File: config.mk
export PLATFORM = sky130hd
export DESIGN_NAME = parallel_to_serial
export DESIGN_NICKNAME = d
export VERILOG_FILES = /design/src/rtl/parallel_to_serial.sv
export SDC_FILE = /design/constraint.sdc
export NUM_CORES = 1
export LEC_CHECK = 0
export ABC_AREA = 1
export CELL_PAD_IN_SITES_DETAIL_PLACEMENT = 0
export CELL_PAD_IN_SITES_GLOBAL_PLACEMENT = 1
export CORE_MARGIN = 5
export CORE_UTILIZATION = 36
export DETAILED_ROUTE_END_ITERATION = 8
export GPL_ROUTABILITY_DRIVEN = 0
export GPL_TIMING_DRIVEN = 0
export PLACE_DENSITY = 0.8
export SETUP_SLACK_MARGIN = 0.05
export SLEW_MARGIN = 5
export SYNTH_ARGS = -nofsm -noshare
export SYNTH_HDL_FRONTEND = slang
export SYNTH_SLANG_ARGS = --single-unit
export TNS_END_PERCENT = 10
File: constraint.sdc
create_clock -name CLK -period 1.3 [get_ports CLK]
set_input_delay 0.13 -clock CLK [delete_from_list [all_inputs] [get_ports CLK]]
set_output_delay 0.13 -clock CLK [all_outputs]
set_load 0.1 [all_outputs]
File: src/rtl/parallel_to_serial.sv
// Transmit serializer: MSB-first word slots with comma filler and a post-reset
// preamble of commas ahead of any payload.
module parallel_to_serial #(
   parameter int               WIDTH          = 8,
   parameter logic [WIDTH-1:0] IDLE_WORD      = 'hBC,
   parameter int               PREAMBLE_COUNT = 4
) (
   input  logic             CLK,
   input  logic             RESET_L,
   input  logic [WIDTH-1:0] DATA_IN,
   input  logic             VALID_IN,
   output logic             READY,
   output logic             DATA_OUT,
   output logic             WORD_START,
   output logic             IDLE_OUT
);

   localparam int CNT_W = (WIDTH > 1) ? $clog2(WIDTH) : 1;
   localparam int PRE_W = (PREAMBLE_COUNT > 1) ? $clog2(PREAMBLE_COUNT) : 1;
   localparam logic [CNT_W-1:0] LAST_BIT   = CNT_W'(WIDTH - 1);
   localparam logic [PRE_W-1:0] LAST_COMMA = PRE_W'(PREAMBLE_COUNT - 1);

   localparam logic [0:0] ST_PREAMBLE = 1'b0;
   localparam logic [0:0] ST_ACTIVE   = 1'b1;

   logic [WIDTH-1:0] shreg;
   logic [CNT_W-1:0] bit_cnt;
   logic [PRE_W-1:0] comma_cnt;
   logic [0:0]       state;
   logic             idle_flag;
   logic             word_end;
   logic             accept_slot;

   // The last preamble comma already opens the first payload slot.
   assign word_end    = (bit_cnt == LAST_BIT);
   assign accept_slot = (state == ST_ACTIVE) || (comma_cnt == LAST_COMMA);

   assign READY      = word_end && accept_slot;
   assign DATA_OUT   = shreg[WIDTH-1];
   assign WORD_START = (bit_cnt == '0);
   assign IDLE_OUT   = idle_flag;

   always_ff @(posedge CLK or negedge RESET_L) begin
      if (!RESET_L) begin
         shreg     <= IDLE_WORD;
         bit_cnt   <= '0;
         comma_cnt <= '0;
         state     <= ST_PREAMBLE;
         idle_flag <= 1'b1;
      end else if (!word_end) begin
         shreg   <= shreg << 1;
         bit_cnt <= bit_cnt + 1'b1;
      end else begin
         bit_cnt <= '0;
         if (accept_slot) begin
            state <= ST_ACTIVE;
            if (VALID_IN) begin
               shreg     <= DATA_IN;
               idle_flag <= 1'b0;
            end else begin
               shreg     <= IDLE_WORD;
               idle_flag <= 1'b1;
            end
         end else begin
            comma_cnt <= comma_cnt + 1'b1;
            shreg     <= IDLE_WORD;
            idle_flag <= 1'b1;
         end
      end
   end

endmodule

==> Word-level counts from Yosys, hierarchy flattened <==
Index checks and enable logic that the tools add are counted.
{ "classes": {"n_reduce_logical": 5, "eq_ne": 2, "n_mux": 6, "n_bitwise": 1, "add_sub_neg": 2} }
{ "op_table": {"columns": ["cell", "count"], "rows": [
  ["$mux W8", 3],
  ["$reduce_and A2 Y1", 2],
  ["$add A3 B1 Y3 const B", 1],
  ["$eq A3 B3 Y1 const B", 1],
  ["$logic_not A3 Y1", 1],
  ["$mux W3", 1],
  ["$add A2 B1 Y2 const B", 1],
  ["$eq A2 B2 Y1 const B", 1],
  ["$mux W1", 2],
  ["$logic_and A1 B1 Y1", 1],
  ["$logic_or A1 B1 Y1", 1],
  ["$not A1 Y1", 1]
]} }
{ "word_totals": {"wordCells": 21, "in_bits": 11, "reg_bits": 15} }

==> Logic depth before layout (Yosys ltp) <==
Gate-level depths: netlist of the first run.
{ "depth": {"depth_word": 4, "ltp_mapped": 7, "depth_no_buf": 6} }

==> Worst setup path after synthesis of the first run <==
No wires, ideal clock.
{ "synth_timing": {"path_kind": "register to output", "startpoint": "register bit_cnt[0]", "endpoint": "output READY", "required_ns": 1.170, "arrival_ns": 2.036, "slack_ns": -0.866, "path_stages_with_launch": 5, "path_cell_list": "dfrtp_1 -> ha_1 -> ha_1 -> inv_1 -> nor2_1"} }
{ "synth_via": {"elab_chain_cells": 2} }
{ "synth_rtl": {"columns": ["item", "line_no", "source"], "rows": [
  ["start: declaration", "27", "logic [CNT_W-1:0] bit_cnt;"],
  ["start signal: assignment", "52", "bit_cnt <= bit_cnt + 1'b1;"],
  ["$eq A3 B3 Y1", "35", "assign word_end = (bit_cnt == LAST_BIT);"],
  ["$logic_and A1 B1 Y1", "38", "assign READY = word_end && accept_slot;"],
  ["end: declaration", "12", "output logic READY,"]
]} }
No other way between the ends.

==> Worst setup path in the final report of the first run <==
Same ends and word-level chain as after synthesis.

==> results of run 1 <==
## layout make-up
class                      instances  area [um^2]
multi-input combinational         56        331.6
clock inverter                     1        5.005
fill                             192        890.9
tap                               27        33.78
buffer                             1        15.01
timing repair buffer              19        200.2
clock buffer                       3        22.52
inverter                           9        40.04
sequential                        15        382.9
## synth_stat cells
cell type   n  area, um^2
buf_6       1       11.26
dfrtp_1     9       225.2
dfstp_2     6       157.7
ha_1        5       62.56
inv_1       8       30.03
inv_2       1       3.750
nand2_1    32       120.1
nand2_2     1       6.260
nand2_4     1       11.26
nand3_1     1       5.000
nand3b_1    1       7.510
nor2_1     11       41.29
nor2_4      2       22.52
nor3_1      1       5.000
o21ai_0     1       5.000
## critical path, cell delays in order, from the launching register on
cell and delay (ps):
dfrtp_1 430, ha_4 180, ha_4 160, inv_4 50, nor2_4 30, buf_12 160
## logic make-up (layout without fill, tap and decap cells)
family | count (synthesis) | in the layout | share of synthesized area, %
simple gates | 50 | 50 | 30.65
fa+ha+maj | 5 | 5 | 8.757
flops | 15 | 15 | 53.59
compound gates | 1 | 1 | 0.6999
buf+inv | 10 | 33 | 6.304
## per-stage QoR
| stage | std cells | hold WS [ps] |
|---|---|---|
| finish | 131 | 274.7 |
| detailed placement | 122 | 440.9 |
| global route | 131 | 321.0 |
| CTS | 130 | 277.2 |
| global placement | 122 | 432.2 |
| floorplan | 81 | -165.6 |
## what timing repair did
action                     CTS  global route
buffers inserted             4             1
setup endpoints to repair   12            15
hold buffers                 0             0
pin swaps                    4             1
gates resized for setup     39             3
## worst min-delay path by stage
stage | endpoint | cells after the start | startpoint | slack, ps
5_1_grt | shreg[6] | 1 | RESET_L | 320
2_1_floorplan | bit_cnt[0] | 0 | RESET_L | -170
4_1_cts | state | 1 | RESET_L | 280
3_5_place_dp | shreg[7] | 2 | shreg[6] | 440
3_3_place_gp | shreg[7] | 2 | shreg[6] | 430
6_report | state | 1 | RESET_L | 270
## power groups by stage
stage                     Sequential, uW  Combinational (uW)  Clock [uW]
after floorplan                      522                18.2           0
after global placement               498                92.5           0
after detailed placement             498                93.2           0
after CTS                            490                93.4         282
after global routing                 492                 101         302
final                                490                92.7         261
## state kept, by name, indices dropped and copies added, names as in the netlist
signal / cells
state: 1
bit_cnt: 3
IDLE_OUT: 1
shreg: 8
comma_cnt: 2
## per-layer routing
metal	part of all wire [%]	up-vias	routed length, um	GRT usage [%]
met1	43	254	565	11.32
li1	-	288	-	-
met4	0	0	0	3.734
met5	0	-	0	0
met3	6.8	0	89	4.087
met2	50	11	645	18.92
==> results.cfg, run 1 <==
[layout]
layout_commonest_cell = nand2_1
final_area_mm2 = 0.001031
final_cell_mix = 32 x nand2_1, 10 x clkdlybuf4s50_1, 9 x nor2_1, 9 x dfrtp_1
layout-drive-gt1-share_pct = 31.73
layout.nets = 121
utilization_pct = 53.65
area.growth.synth_to_final_pct = 44.31
antenna_cells = 0

[pwr]
p_sw_share_pct = 24.05
intPower_uw = 641.3
p_switching_uw = 203.0
p_leak_uw = 0.0004941
p_clk_share_pct = 30.9
p_comb_share_pct = 11.0
seqPwrFrac_pct = 58.1
power.density_mw_per_mm2 = 818.9
irDropWorstVdd_mv = 0.5867
fin_total_pwr_uw = 844.3

[sta]
worst_slew_pin_slew_ps = 715.8
fin_skew_ps = 1.558
fmax_ghz = 0.7016
timing.final.crit_share_pct = 109.6
setup_tns_ps = -476.6
slew_viol_final = 0
rsz0062_at_grt = yes
finalHoldViolCount = 0
fin_crit_ps = 1425
setup_slack_ps = -125.3
relSlewSlack_pct = 52.13
setup-violations-final = 9

[flow_run]
cap_viol_max_count = 0

[clock_network]
cts.sink_count = 15
cts.path.max_buffers = 2
path_clk_slew_ps = 90
numCtsBuffers = 3
clk_latency_ps = 280
cts_root_buf = clkbuf_4
htreeDepth = 1
cts_tree = yes

[setup_path]
r2r_cells = 7
worstSetupPathType = register to output pin
r2r_end = shreg[6]
cp-end-kind = output pin
cp-start-kind = register
cp-startpoint = bit_cnt[0]
required_ps = 1170
crit_end = READY
arrival_ps = 1300
r2r_setup_slack_ps = -60
rr_startpoint = bit_cnt[0]
path_max_fanout = 3

[global_route]
antenna_found_initial = 0
grt_overflow = 0
grt_max_degree = 16
track_usage_pct = 10.63
grt_pass1_vias = 551
grt_pass1_wl_um = 2194

[synth]
synth_cell_types = 15
ys_ff_latch = 15
synth_cells = 81
syn_area_um2 = 714.4
synth_nets = 97
yosys_warnings = 0
yosysSeqAreaShare_pct = 53.59
syn_avg_cell_area_um2 = 8.820

[die]
die-area_mm2 = 0.002976
die_w_um = 54.55
num_io_pins = 15
rows = 16
coreArea_mm2 = 0.001922
fp.dieH_um = 54.55
initial_core_util_pct = 37.17

[route]
drt_wl_total_um = 1300
vias = 553
drtPass1Iterations = 4
drtIter0Drc = 5
wire_per_inst_um = 9.924
antenna_left = 0
via_per_inst = 4.221
drc = 0

[placement]
io_buffers = 14
hpwl_um = 968.3
place_area_um2 = 903.4
preCtsSetupSlack_ps = -933.0

[hold_path]
hold_path.class = input pin to async pin

[status]
violations = negative setup slack
status = finished, violations left
Note: power is estimated with default switching activity, not from simulation.
==> inputs of run 2 (changes only) <==
--- a/config.mk
+++ b/config.mk
@@ -9,11 +9,12 @@
 export CELL_PAD_IN_SITES_DETAIL_PLACEMENT = 0
 export CELL_PAD_IN_SITES_GLOBAL_PLACEMENT = 1
 export CORE_MARGIN = 5
-export CORE_UTILIZATION = 36
+export CORE_UTILIZATION = 43
 export DETAILED_ROUTE_END_ITERATION = 8
+export DONT_BUFFER_PORTS = 1
 export GPL_ROUTABILITY_DRIVEN = 0
 export GPL_TIMING_DRIVEN = 0
-export PLACE_DENSITY = 0.8
+export PLACE_DENSITY = 0.77
 export SETUP_SLACK_MARGIN = 0.05
 export SLEW_MARGIN = 5
 export SYNTH_ARGS = -nofsm -noshare
==> run 2 against run 1 <==
Largest cell class unchanged. The run still ends with negative setup slack left. Core utilization rose by 5.3 points. Highest routed layer unchanged. First-iteration DRC count down 20%. Worst hold slack worse by 240 ps. Final cell count is 17% lower. Critical path depth did not move. Register-to-register slack about the same. Sequential power is 5.3% higher. Critical endpoint is now WORD_START. Count of clock-buffer cells in the layout grew 1. Die area shrank 13%. Cell area shrank 12%. Via count shrank 7.6%.
==> results.cfg, run 2 (synthesis gave the netlist of run 1 again) <==
[layout]
n_fill_cell = 150
final_cell_mix = 32 x nand2_1, 9 x nor2_1, 9 x dfrtp_1, 5 x dlygate4sd3_1, 5 x dfstp_2
regArea_um2 = 386.6
largest_register_ffs = 8
antenna_cells = 0
final_area_um2 = 908.4
regMostFlops = shreg
layout-drive-gt1-share_pct = 30.11
multi_input_area_um2 = 341.6
layout.nets = 110
area.growth.synth_to_final_pct = 27.15
layout_commonest_cell = nand2_1
largestRegisters = shreg x8, bit_cnt x3, comma_cnt x2
utilization_pct = 58.93

[setup_path]
cp-start-kind = register
r2r_setup_slack_ps = -60
cp-startpoint = bit_cnt[0]
crit_end = WORD_START
critPathSlowestCell = nor2_4
crit_chain = buf_6, inv_4, ha_4, inv_2, nor2_4
rr_startpoint = bit_cnt[0]
required_ps = 1170
path_max_fanout = 2
r2r_end = shreg[1]
r2r_cells = 8
arrival_ps = 1500
cp-end-kind = output pin
worstSetupPathType = register to output pin
cpPeakStageDelay_ps = 470

[clock_network]
cts.sink_count = 15
cts_root_buf = clkbuf_4
clk_latency_ps = 280
htreeDepth = 1
numCtsBuffers = 3
cts_tree = yes
cts.path.max_buffers = 2
path_clk_slew_ps = 90

[sta]
relSlewSlack_pct = 56.97
setup_tns_ps = -810.2
finalHoldViolCount = 0
fmax_ghz = 0.6145
fin_crit_ps = 1627
rsz0062_at_grt = yes
worst_slew_pin_slew_ps = 643.4
slew_viol_final = 0
timing.final.crit_share_pct = 125.2
fin_skew_ps = 6.848
setup-violations-final = 9
setup_slack_ps = -327.4

[die]
num_io_pins = 15
initial_core_util_pct = 46.35
fp.dieH_um = 50.76
rows = 14
coreArea_mm2 = 0.001541
die-area_mm2 = 0.002577
die_w_um = 50.76

[route]
wire_per_inst_um = 11.95
via_per_inst = 4.688
drtPass1Iterations = 3
drt_wl_total_um = 1303
antenna_left = 0
vias = 511
drc = 0
drtIter0Drc = 4

[status]
status = finished, violations left
violations = negative setup slack

[global_route]
grt_max_degree = 16
antenna_found_initial = 0
track_usage_pct = 11.46
grt_pass1_vias = 556
grt_pass1_wl_um = 2208
grt_overflow = 0

[placement]
place_area_um2 = 749.5
hpwl_um = 899.5
io_buffers = 0

[pwr]
irDropWorstVdd_mv = 0.5822
p_leak_uw = 0.0004366
power.density_mw_per_mm2 = 894.9

[hold_path]
hold_path.class = input pin to register
hp-start = DATA_IN[3]

[flow_run]
cap_viol_max_count = 0
-- run 2: through the flow --
step / cells / worst slack [ps] / hold WS [ps] / total power, uW
finish: 109 / -327.4 / 36.83 / 812.9
global route: 109 / -388.7 / 34.75 / 863.4
CTS: 109 / -355.1 / 33.71 / 828.5
detailed placement: 97 / -219.2 / -165.2 / 545.6
global placement: 97 / -206.0 / -165.2 / 544.6
floorplan: 81 / -119.3 / -165.6 / 540.6
-- run 2: worst min path at each step --
| stage | slack (ps) | cells past startpoint | end |
|---|---|---|---|
| 2_1_floorplan | -170 | 0 | bit_cnt[0] |
| 3_3_place_gp | -170 | 0 | comma_cnt[1] |
| 3_5_place_dp | -170 | 0 | comma_cnt[1] |
| 4_1_cts | 30 | 4 | shreg[2] |
| 5_1_grt | 30 | 4 | shreg[2] |
| 6_report | 40 | 4 | shreg[3] |
-- run 2: layout make-up --
| type | count | share of cell area, % |
|---|---|---|
| plain buffers | 1 | 1.653 |
| clock buffers | 4 | 2.893 |
| inverters | 9 | 4.683 |
| multi-input cells | 56 | 37.60 |
| flip-flops and latches | 15 | 42.56 |
| well taps | 16 | 2.204 |
| repair buffers | 8 | 8.402 |
-- run 2: metal layers --
metal / GRT usage, % / share of wire (%)
met2: 20.25 / 53
met5: 0 / 0
met1: 11.76 / 41
met4: 2.553 / 0
met3: 6.213 / 5.4
-- run 2: what timing repair did --
action | in CTS | in global routing
gates resized for setup | 14 | 2
hold buffers | 5 | 0
pin swaps | 5 | 4
endpoints found under the setup margin | 11 | 13
endpoints found under the hold margin | 18 | 0
buffers inserted | 3 | 0
-- run 2: critical path: cells and delay by family (launching register included) --
family	cells	cell delay, ps
DFF	1	420
and+or+nand+nor	1	470
buffers and inverters	3	220
adders and majority gates	1	110
-- run 2: where the power goes --
group          internal [uW]  switching, uW  total [uW]
logic                   18.9           22.4        41.3
clock network            119            137         256
registers                488           28.1         516
